**config.mk**
```make
export PLATFORM = sky130hd
export DESIGN_NAME = fp_add_normalizer
export DESIGN_NICKNAME = d
export VERILOG_FILES = /design/src/rtl/fp_norm_pkg.sv /design/src/rtl/fp_add_normalizer.sv
export SDC_FILE = /design/constraint.sdc
export NUM_CORES = 1
export LEC_CHECK = 0
export BUFFER_PORTS_ARGS = -buffer_cell sky130_fd_sc_hd__buf_2
export CORE_MARGIN = 5
export CORE_UTILIZATION = 56
export DETAILED_ROUTE_END_ITERATION = 16
export PLACE_DENSITY = 0.8
export SYNTH_ARGS = -nofsm -noshare
export SYNTH_HDL_FRONTEND = slang
export SYNTH_SLANG_ARGS = --single-unit
export TNS_END_PERCENT = 10
```
**constraint.sdc**
```tcl
create_clock -name clk -period 3.3 [get_ports clk]
set_clock_uncertainty 0.1 [all_clocks]
set_input_delay 0.33 -clock clk [delete_from_list [all_inputs] [get_ports clk]]
set_output_delay 0.33 -clock clk [all_outputs]
set_load 0.05 [all_outputs]
```
**src/rtl/fp_norm_pkg.sv**
```systemverilog
// rtl/fp_norm_pkg.sv - shared types and constants for the fp adder normalisation stage
package fp_norm_pkg;

  typedef enum logic [1:0] {
    IDLE = 2'd0,
    NORM = 2'd1,
    DONE = 2'd2
  } state_t;

  localparam int EXP_W  = 8;
  localparam int MANT_W = 24;

  localparam logic [EXP_W-1:0] EXP_MAX    = 8'hFF;
  localparam logic [EXP_W-1:0] EXP_OVF_IN = 8'hFE;

  localparam int SIGN_POS = 31;
  localparam int EXP_LSB  = 23;

endpackage

```
**src/rtl/fp_add_normalizer.sv**
```systemverilog
// rtl/fp_add_normalizer.sv - iterative post-add normaliser and IEEE-754 single packer
// Round-toward-zero: bits shifted out on carry-out are dropped, no denormal output.
module fp_add_normalizer #(
  parameter int EXP_W  = fp_norm_pkg::EXP_W,
  parameter int MANT_W = fp_norm_pkg::MANT_W
) (
  input  logic                        clk,
  input  logic                        rst_n,
  input  logic                        in_valid,
  output logic                        in_ready,
  input  logic                        in_sign,
  input  logic [EXP_W-1:0]            in_exp,
  input  logic [MANT_W-1:0]           in_mant,
  input  logic                        in_cout,
  output logic                        out_valid,
  input  logic                        out_ready,
  output logic [EXP_W+MANT_W-1:0]     out_result,
  output logic                        out_zero,
  output logic                        out_ovf,
  output logic                        out_uflow
);
  import fp_norm_pkg::*;

  localparam int RES_W = EXP_W + MANT_W;
  localparam logic [EXP_W:0] EXP_ONE = {{EXP_W{1'b0}}, 1'b1};

  state_t             state;
  logic [MANT_W-1:0]  mant;
  logic [EXP_W:0]     exp;
  logic               sign;
  logic [EXP_W:0]     exp_inc;
  logic [EXP_W:0]     exp_dec;

  // One extra exponent bit so increment/decrement never wrap silently.
  assign exp_inc  = {1'b0, in_exp} + EXP_ONE;
  assign exp_dec  = exp - EXP_ONE;
  assign in_ready = (state == IDLE);

  always_ff @(posedge clk or negedge rst_n) begin
    if (!rst_n) begin
      state      <= IDLE;
      mant       <= '0;
      exp        <= '0;
      sign       <= 1'b0;
      out_valid  <= 1'b0;
      out_result <= '0;
      out_zero   <= 1'b0;
      out_ovf    <= 1'b0;
      out_uflow  <= 1'b0;
    end else begin
      case (state)
        IDLE: begin
          out_valid <= 1'b0;
          out_zero  <= 1'b0;
          out_ovf   <= 1'b0;
          out_uflow <= 1'b0;
          if (in_valid) begin
            sign <= in_sign;
            if (in_exp == '0 || in_exp == EXP_MAX) begin
              // Zero/denormal/inf/NaN were already resolved upstream: pass through.
              mant       <= in_mant;
              exp        <= {1'b0, in_exp};
              out_result <= {in_sign, in_exp, in_mant[MANT_W-2:0]};
              out_valid  <= 1'b1;
              state      <= DONE;
            end else if (in_cout && in_exp == EXP_OVF_IN) begin
              mant       <= '0;
              exp        <= {1'b0, EXP_MAX};
              out_result <= {in_sign, EXP_MAX, {(MANT_W-1){1'b0}}};
              out_ovf    <= 1'b1;
              out_valid  <= 1'b1;
              state      <= DONE;
            end else if (in_cout) begin
              mant  <= {1'b1, in_mant[MANT_W-1:1]};
              exp   <= exp_inc;
              state <= NORM;
            end else begin
              mant  <= in_mant;
              exp   <= {1'b0, in_exp};
              state <= NORM;
            end
          end
        end

        NORM: begin
          if (mant == '0) begin
            sign       <= 1'b0;
            exp        <= '0;
            out_result <= '0;
            out_zero   <= 1'b1;
            out_valid  <= 1'b1;
            state      <= DONE;
          end else if (mant[MANT_W-1]) begin
            out_result <= {sign, exp[EXP_W-1:0], mant[MANT_W-2:0]};
            out_valid  <= 1'b1;
            state      <= DONE;
          end else if (exp == EXP_ONE) begin
            mant       <= '0;
            exp        <= '0;
            out_result <= {sign, {(RES_W-1){1'b0}}};
            out_uflow  <= 1'b1;
            out_valid  <= 1'b1;
            state      <= DONE;
          end else begin
            mant <= mant << 1;
            exp  <= exp_dec;
          end
        end

        DONE: begin
          if (out_ready) begin
            out_valid <= 1'b0;
            out_zero  <= 1'b0;
            out_ovf   <= 1'b0;
            out_uflow <= 1'b0;
            state     <= IDLE;
          end
        end

        default: state <= IDLE;
      endcase
    end
  end

endmodule

```
==> results of run 1 <==
==> cells by family after synthesis <==
kind of cell | count (synthesis) | share of synthesized area
and+or+nand+nor | 115 | 0.1447
buffers and inverters | 49 | 0.05035
DFF | 72 | 0.4341
adders and majority gates | 9 | 0.02713
xor gates and xnor gates | 5 | 0.01055
muxes | 38 | 0.09979
AOI/OAI and AO/OA | 130 | 0.2333
==> worst min-delay path: stages <==
cell,delay (ns)
buf_2,0.08
nor2b_1,0.05
nand2_1,0.06
o21ai_0,0.07
==> area by class of cell <==
class                      instances  area [µm²]  share of cell area
tap                               99       123.9             0.02574
clock buffer                      11       141.4             0.02938
inverter                          20       75.07             0.01560
timing repair buffer              87       470.5             0.09776
clock inverter                     5       56.30             0.01170
multi-input combinational        297        2143              0.4454
sequential                        72        1802              0.3744
==> registers in the layout (all words and copies together) (netlist names) <==
| register | flops |
|---|---|
| out_result | 32 |
| mant | 24 |
| exp | 9 |
| state | 2 |
| out_ovf | 1 |
| out_uflow | 1 |
| out_valid | 1 |
| out_zero | 1 |
| sign | 1 |
==> per-layer routing <==
| layer | track usage | vias up | wire length, µm |
|---|---|---|---|
| li1 | - | 1714 | - |
| met1 | 0.3163 | 1805 | 4409 |
| met2 | 0.3997 | 180 | 5083 |
| met3 | 0.06177 | 35 | 860 |
| met4 | 0.1244 | 0 | 426 |
| met5 | 0 | - | 0 |
==> cells in the final DEF (no fill, tap or decap), drive strengths merged, types with 9 or more instances in the layout <==
cell type  count
inv           20
nand2         34
dfrtp         72
a22o          24
nor2b         26
nor4          10
nor2          16
a222oi        21
mux2          27
mux2i         11
clkbuf        11
a21oi         20
buf           86
o21ai         35
ha             9
==> worst paths after layout <==
check                                     from        endpoint  depth (start not counted)  slack, ns
worst max-delay path                  state[1]        mant[22]                          9       0.40
worst min-delay path                 out_ready         out_ovf                          4       0.19
worst max register to register        state[1]        mant[22]                          9       0.40
worst min register to register  out_result[16]  out_result[16]                          1       0.39
max in group asynchronous                rst_n         mant[1]                          3       1.96
min in group asynchronous                rst_n         out_ovf                          2       0.39
==> stage by stage <==
stage | total power [mW] | area, µm² | utilization | hold WS (ns) | setup WS [ns]
after detailed placement | 4.252 | 4604 | 0.6348 | 0.2423 | 0.4681
after global placement | 4.164 | 4604 | 0.6348 | 0.2376 | 0.5167
after CTS | 4.965 | 4812 | 0.6634 | 0.1800 | 0.4346
final | 4.965 | 4812 | 0.6634 | 0.1865 | 0.4038
after global routing | 5.302 | 4812 | 0.6634 | 0.2201 | 0.1543
after floorplan | 3.596 | 4150 | - | -0.06559 | 0.4527
==> power breakdown <==
part | switching [mW] | total, mW | internal (mW)
registers | 0.313 | 1.56 | 1.25
clock network | 0.333 | 0.702 | 0.369
logic | 1.80 | 2.70 | 0.896
total | 2.45 | 4.96 | 2.52
==> repair_timing <==
action | CTS | global route
hold buffers | 1 | 0
hold endpoints to repair | 21 | 0
gates resized for setup | 0 | 0
==> impl_results.md, run 1 <==
- RePlAce Congestion: 0.9308
- Setup TNS: 0 ns
- Fmax: between 300 and 400 MHz
- Largest net degree at the start of global routing: 31
- Slew @ Worst Pin: 1.132 ns
- CTS Buf Count: 9
- Net Count, Synth: around 470
- CP required: around 3.4 ns
- Total wire length: 10.78 mm
- RSZ-0062 raised after global routing: no
- CP max stage delay: ~0.50 ns
- Initial antenna violation count: 0
- Hold Violations, Final: 0
- Crit Path Max Fanout: 24
- Register area share after synthesis: 0.4341
- Slew HR: 0.2446
- DR vias/cell: 6.318
- Predominant post-synthesis flop cell: dfrtp_1
- Initial Util: 0.5722
- Syn Area/Cell: 9.929 µm²
- Clock sink total: 72
- # IOs: 75
- Post-synthesis cell area: 4150 µm²
- Worst path arrival time: 3.02 ns
- Final Max Tran Viols: 0
- Top cells by count, synth: dfrtp_1 (72), nand2_1 (34), o21ai_0 (33)
- FFs w/ async S/R, synth: 1.000
- Top delay family on crit path: buffers and inverters
- Synth area leaders: dfrtp_1 (43%), a222oi_1 (5.1%), a22o_1 (5.1%), o21ai_0 (4.0%), nor2b_1 (3.9%)
- Overflow after GRT: 0
- Die ar.: around 9200 µm²
- CTS tree: yes
- Post-CTS Repair Setup Buffers: 0
- CP max stage cell: nor2_1
- Syn Inst Count: 418
- Htree depth: 3
- Most frequent CP cell: buf_4
- Cells along the critical path: inv_1 -> ha_1 -> buf_4 -> mux2i_1 -> nor2_1 -> o21ai_2 -> buf_4 -> a21oi_1 -> a22oi_1
- Yosys top cell area share: 0.4341
- Pwr dens: 1032 nW/µm²
- Startpoint types: flip-flop
- Core region area: around 7300 µm²
- Post-route minimum period: 2.896 ns
- MaxCap Viol Count: 0
- Placed Cells: 574
- First-pass GRT wire length: ~18 mm
- Final antenna diode count: 0
- Final #Nets: 534
- GRT Total Usage: 0.2505
- Crit path kind: flip-flop to flip-flop
- LEAKAGE: between 2 and 2.5 nW
- Synth unique cells: 47
- Synth area leader: dfrtp_1
- Final setup viols: 0
- Die width: 96.09 µm
- Remaining DRCs: 0
- Clock Latency Late Sink: 0.35 ns
- Vias in the first global route: 3,708
- Fill cells: 590
- Min-delay worst type: input port to flip-flop
- 1st-iter DRT viols: 341
- Worst VDD drop: between 0.0005 and 0.0006 V
- Final period utilization: 0.8776
- CTS clock-pin slew for the worst setup and hold paths: ~0.08 ns
- Worst Path Buf+Inv: 3
- Dpl hpwl: about 7.5 mm
- Status: finished clean
- Finished Layout Cells: 591
- Ys Warns: 0
- EDFF count, synth: 0
- Critical Path Sink Type: flip-flop
- PortBufs: 74
- Synthesis-to-finish area growth: 15.95%
- Clock buffer depth: 2
- Synth Register Bits: roughly 70
- Std-Cell Rows: 31
- DIE HEIGHT: roughly 96 µm
- WL/cell: 18.24 µm
- Root buffer cell: clkbuf_8
- DR vias: 3,734
- DRT antenna net count: 0
- First-pass DRT Iterations: 5
- Cell with the most instances after synthesis: dfrtp_1
- Share of layout cells above drive strength 1: 0.2459
Power figures use the tool's default switching activity.
==> run 2, diff against run 1 <==
==> constraint.sdc (replaced) <==
create_clock -name clk -period 3.3 [get_ports clk]
set_clock_uncertainty 0.1 [all_clocks]
set_input_delay 0.165 -clock clk [delete_from_list [all_inputs] [get_ports clk]]
set_output_delay 0.165 -clock clk [all_outputs]
set_load 0.05 [all_outputs]
==> impl_results.md, run 2 (synthesis results as in run 1) <==
- Status: finished clean (unchanged)
- Largest net degree at the start of global routing: 73 (was 31)
- Min-Delay Endpoint: out_ovf (unchanged)
- Reg power frac: 0.324 (was 0.315)
- Slew @ Worst Pin: 1.127 ns (was 1.132 ns)
- Post-layout util: 0.6553 (was 0.6634)
- CTS tree: yes (unchanged)
- Final antenna diode count: 0 (unchanged)
- Net Sw Frac: 0.5015 (was 0.4934)
- Die ar.: 9232 µm² (unchanged)
- Min-delay worst type: input port to flip-flop (unchanged)
- Regs by FF count: out_result x32, mant x24, exp x9 (unchanged)
- Final period utilization: 0.8801 (was 0.8776)
- Hold path depth: 4 (unchanged)
- Clock buffer depth: 2 (unchanged)
- Initial Util: 0.5722 (unchanged)
- Fmax: 344.3 MHz (was 345.3 MHz)
- Root buffer cell: clkbuf_8 (unchanged)
- Hold Violations, Final: 0 (unchanged)
- Worst VDD drop: 0.0005637 V (was 0.0005292 V)
- Remaining DRCs: 0 (unchanged)
- 1st-iter DRT viols: 358 (was 341)
- Final setup viols: 0 (unchanged)
- Clock sink total: 72 (unchanged)
- Largest reg by FF count: out_result (unchanged)
- Slew HR: 0.2481 (was 0.2446)
- Clock share of power: 0.121 (was 0.141)
- Commonest non-fill, non-tap cell in the layout: buf_2 (unchanged)
- DIE HEIGHT: 96.09 µm (unchanged)
- Final Max Tran Viols: 0 (unchanged)
- RR Endpoint: out_result[2] (was mant[22])
- DR vias/cell: 6.218 (was 6.318)
- First-pass GRT wire length: 17.29 mm (was 17.84 mm)
- Vias in the first global route: 3,594 (was 3,708)
- Commonest cells after routing, fill and taps aside: buf_2 (74), dfrtp_1 (72), nand2_1 (34) (unchanged)
- Fin worst setup slack: 0.3957 ns (was 0.4038 ns)
- RePlAce Congestion: 0.9043 (was 0.9308)
- Post-route minimum period: 2.904 ns (was 2.896 ns)
- DRT antenna net count: 0 (unchanged)
- Final #Nets: 532 (was 534)
- Fill cells: 605 (was 590)
- Logic pwr share: 0.555 (was 0.544)
- Synthesis-to-finish area growth: 14.53% (was 15.95%)
- Hold Path Origin: out_ready (unchanged)
- DR vias: 3,656 (was 3,734)
- Worst slack at placement: 0.4404 ns (was 0.4681 ns)
- Std-Cell Rows: 31 (unchanged)
- Overflow after GRT: 0 (unchanged)
- PortBufs: 74 (unchanged)
- Crit path kind: flip-flop to flip-flop (unchanged)
- Die width: 96.09 µm (unchanged)
- GRT Total Usage: 0.2408 (was 0.2505)
- Critical Path Sink Type: flip-flop (unchanged)
- Share of layout cells above drive strength 1: 0.2393 (was 0.2459)
- CTS Buf Count: 9 (unchanged)
- Worst reg-to-reg setup slack: 0.40 ns (about the same)
- # IOs: 75 (unchanged)
- Startpoint types: flip-flop (unchanged)
- Crit Path Max Fanout: 25 (was 24)
- Total wire length: 10.47 mm (was 10.78 mm)
- CP required: 3.42 ns (about the same)
- Int Pwr: 2.404 mW (was 2.515 mW)
- P_sw: 2.418 mW (was 2.449 mW)
- Dpl hpwl: 7.388 mm (was 7.541 mm)
- Pwr dens: 1014 nW/µm² (was 1032 nW/µm²)
- First-pass DRT Iterations: 6 (was 5)
- Htree depth: 3 (unchanged)
- Initial antenna violation count: 0 (unchanged)
- MaxCap Viol Count: 0 (unchanged)
- CTS clock-pin slew for the worst setup and hold paths: 0.07 ns (was 0.08 ns)
- Post-CTS Resized: 0 (unchanged)
- WL/cell: 17.80 µm (was 18.24 µm)
- Reg2Reg Depth: 6 (was 9)
- Number of flip-flops under the largest register name: 32 (unchanged)
- Clock Latency Late Sink: 0.34 ns (was 0.35 ns)
- Setup TNS: 0 ns (unchanged)
- Core region area: 7253 µm² (unchanged)
- RSZ-0062 raised after global routing: no (unchanged)
- Reg-to-Reg Start: exp[3] (was state[1])
- LEAKAGE: 2.265 nW (was 2.295 nW)
- Total Power: 4.822 mW (was 4.965 mW)
- Worst path arrival time: 3.02 ns (about the same)
-- run 2: changes by cell type in the layout (fill, tap and decap cells not counted), sizes merged --
| cell | previous run | this run |
|---|---|---|
| buf | 86 | 84 |
| bufinv | 1 | 0 |
-- run 2: worst max-delay path by stage --
stage,startpoint,endpoint,slack [ns],cells after the start
after detailed placement,exp[3],out_result[22],0.44,6
after CTS,exp[3],out_result[2],0.42,6
after global routing,state[0],mant[1],0.24,7
after global placement,exp[4],out_result[4],0.50,6
after floorplan,state[0],exp[4],0.45,8
final,exp[3],out_result[2],0.40,6
-- run 2: metrics by stage --
stage | instance area (µm²) | cells | hold slack, ns
floorplan | 4150 | 418 | -0.2306
global placement | 4589 | 572 | 0.3350
detailed placement | 4589 | 572 | 0.3464
CTS | 4753 | 588 | 0.02924
global route | 4753 | 588 | 0.08397
finish | 4753 | 588 | 0.03644
-- run 2: layer usage --
layer | up-vias | part of all wire | track usage
met5 | - | 0 | 0
li1 | 1711 | - | -
met4 | 0 | 0.018 | 0.07227
met3 | 21 | 0.062 | 0.04144
met2 | 153 | 0.49 | 0.4008
met1 | 1771 | 0.43 | 0.3212
-- run 2: timing repair --
item	CTS	global route
hold endpoints to repair	72	0
buffers inserted	0	0
hold buffers	1	0
-- run 2: worst max-delay path, cell delays in order, from the launching register on --
cell and delay (ns):
dfrtp_1 0.45, or4_1 0.66, o21ai_4 0.25, nor2_2 0.23, a221oi_4 0.38, buf_4 0.32
mux2_2 0.38
-- run 2: cell type report --
type | count | area (µm²) | share of cell area
Multi-Input combinational cell | 297 | 2143 | 0.4509
Tap cell | 99 | 123.9 | 0.02606
Clock buffer | 11 | 131.4 | 0.02764
Sequential cell | 72 | 1802 | 0.3790
Timing Repair Buffer | 85 | 455.4 | 0.09581
Inverter | 20 | 75.07 | 0.01579
Clock inverter | 4 | 22.52 | 0.004738
-- run 2: power groups by stage --
| stage | Clock [mW] | Combinational, mW | Sequential (mW) |
|---|---|---|---|
| detailed placement | 0 | 2.67 | 1.57 |
| finish | 0.585 | 2.68 | 1.56 |
| floorplan | 0 | 1.52 | 2.07 |
| global route | 0.627 | 2.92 | 1.61 |
| global placement | 0 | 2.60 | 1.54 |
| CTS | 0.593 | 2.68 | 1.55 |
==> run 3, diff against run 2 <==
Settings changed: CORE_MARGIN 5 to unset.
==> impl_results.md, run 3 (synthesis results as in run 1) <==
- Status: finished clean (unchanged)
- Design Area, Final: 4792 µm² (was 4753 µm²)
- Min-delay worst type: input port to flip-flop (unchanged)
- Worst slack at placement: 0.4290 ns (was 0.4404 ns)
- Final period utilization: 0.8785 (was 0.8801)
- Startpoint types: flip-flop (unchanged)
- Crit Path Max Fanout: 25 (unchanged)
- WL/cell: 17.65 µm (was 17.80 µm)
- Slew HR: 0.2454 (was 0.2481)
- DR vias: 3,774 (was 3,656)
- Commonest non-fill, non-tap cell in the layout: buf_2 (unchanged)
- Crit path from: exp[5] (was exp[3])
- 1st-iter DRT viols: 307 (was 358)
- Post-CTS Resized: 0 (unchanged)
- Final setup viols: 0 (unchanged)
- Final Max Tran Viols: 0 (unchanged)
- Dpl hpwl: 7.374 mm (was 7.388 mm)
- Sequential cell area: 1802 µm² (unchanged)
- Synthesis-to-finish area growth: 15.47% (was 14.53%)
- Reg-to-Reg Start: exp[5] (was exp[3])
- Clock sink total: 72 (unchanged)
- Clock buffer depth: 2 (unchanged)
- Post-route minimum period: 2.899 ns (was 2.904 ns)
- CP required: 3.43 ns (was 3.42 ns)
- Commonest cells after routing, fill and taps aside: buf_2 (74), dfrtp_1 (72), nand2_1 (34) (unchanged)
- Worst VDD drop: 0.0005049 V (was 0.0005637 V)
- RePlAce Congestion: 0.8679 (was 0.9043)
- Overflow after GRT: 0 (unchanged)
- MaxCap Viol Count: 0 (unchanged)
- Vias in the first global route: 3,525 (was 3,594)
- Post-CTS Repair Setup Buffers: 0 (unchanged)
- Largest net degree at the start of global routing: 38 (was 73)
- Setup TNS: 0 ns (unchanged)
- Htree depth: 3 (unchanged)
- RSZ-0062 raised after global routing: no (unchanged)
- Fmax: 345.0 MHz (was 344.3 MHz)
- PortBufs: 74 (unchanged)
- Min-Delay Endpoint: out_ovf (unchanged)
- Hold path depth: 4 (unchanged)
- Hold Violations, Final: 0 (unchanged)
- Share of layout cells above drive strength 1: 0.2414 (was 0.2393)
- Die ar.: 7759 µm² (was 9232 µm²)
- Std-Cell Rows: 31 (unchanged)
- Reg2Reg Depth: 6 (unchanged)
- CTS clock-pin slew for the worst setup and hold paths: 0.08 ns (was 0.07 ns)
- Multi-input gate area: 2143 µm² (unchanged)
- Die width: 88.09 µm (was 96.09 µm)
- Fill cells: 626 (was 605)
- DIE HEIGHT: 88.09 µm (was 96.09 µm)
- Worst reg-to-reg setup slack: 0.40 ns (about the same)
- Worst path arrival time: 3.03 ns (was 3.02 ns)
- CTS tree: yes (unchanged)
- Root buffer cell: clkbuf_8 (unchanged)
- Critical Path Sink Type: flip-flop (unchanged)
- Initial Util: 0.5753 (was 0.5722)
- RR Endpoint: out_result[24] (was out_result[2])
- Largest reg by FF count: out_result (unchanged)
- First-pass DRT Iterations: 5 (was 6)
- LEAKAGE: 2.287 nW (was 2.265 nW)
- Number of flip-flops under the largest register name: 32 (unchanged)
- Fin worst setup slack: 0.4011 ns (was 0.3957 ns)
- GRT Total Usage: 0.2916 (was 0.2408)
- Final antenna diode count: 0 (unchanged)
- Core region area: 7214 µm² (was 7253 µm²)
- Initial antenna violation count: 0 (unchanged)
- Remaining DRCs: 0 (unchanged)
- CTS Buf Count: 9 (unchanged)
- Crit path kind: flip-flop to flip-flop (unchanged)
- # IOs: 75 (unchanged)
- Hold Path Origin: out_ready (unchanged)
- Clock Latency Late Sink: 0.35 ns (was 0.34 ns)
- DRT antenna net count: 0 (unchanged)
- First-pass GRT wire length: 17.04 mm (was 17.29 mm)
- Pwr dens: 1016 nW/µm² (was 1014 nW/µm²)
- Slew @ Worst Pin: 1.131 ns (was 1.127 ns)
- Total wire length: 10.45 mm (was 10.47 mm)
- Final #Nets: 535 (was 532)
- Placed instance area: 4624 µm² (was 4589 µm²)
- DR vias/cell: 6.375 (was 6.218)
- Regs by FF count: out_result x32, mant x24, exp x9 (unchanged)
[run 3: where the power goes]
group,switching [mW],internal (mW)
logic,1.80,0.918
registers,0.306,1.25
clock network,0.325,0.273
total,2.43,2.44
[run 3: final cells by class]
type | count | share of cell area
clock buffer | 13 | 0.02898
clock inverter | 3 | 0.003916
inverter | 20 | 0.01567
multi-input combinational | 297 | 0.4473
sequential | 72 | 0.3760
tap | 99 | 0.02585
timing repair buffer | 88 | 0.1023
[run 3: per-stage QoR]
stage / util / power [mW] / std cells / hold slack, ns
2_1_floorplan: - / 3.596 / 418 / -0.2306
3_3_place_gp: 0.6410 / 4.183 / 575 / 0.2097
3_5_place_dp: 0.6410 / 4.264 / 575 / 0.2335
4_1_cts: 0.6642 / 4.870 / 592 / 0.01008
5_1_grt: 0.6642 / 5.206 / 592 / 0.04794
6_report: 0.6642 / 4.869 / 592 / 0.01478
[run 3: how the worst max path moves through the flow]
stage | endpoint | depth (start not counted)
after global placement | out_result[5] | 6
after CTS | out_result[24] | 6
after floorplan | exp[4] | 8
after detailed placement | out_result[24] | 6
after global routing | out_result[8] | 7
final | out_result[24] | 6
[run 3: critical path, stage by stage (launching register included)]
cell and delay, ns:
dfrtp_1 0.41, or4_1 0.71, o21ai_4 0.25, nor2_2 0.24
a221oi_4 0.37, buf_4 0.32, mux2_2 0.38
[run 3: layer usage]
metal | wire [µm] | GRT usage
met4 | 334 | 0.1188
met3 | 742 | 0.06503
met5 | 0 | 0
met1 | 4338 | 0.3857
met2 | 5033 | 0.4672
[run 3: timing repair]
action | 4_1_cts | 5_1_grt
hold buffers | 1 | 0
endpoints found under the hold margin | 36 | 0
setup endpoints to repair | 0 | 0
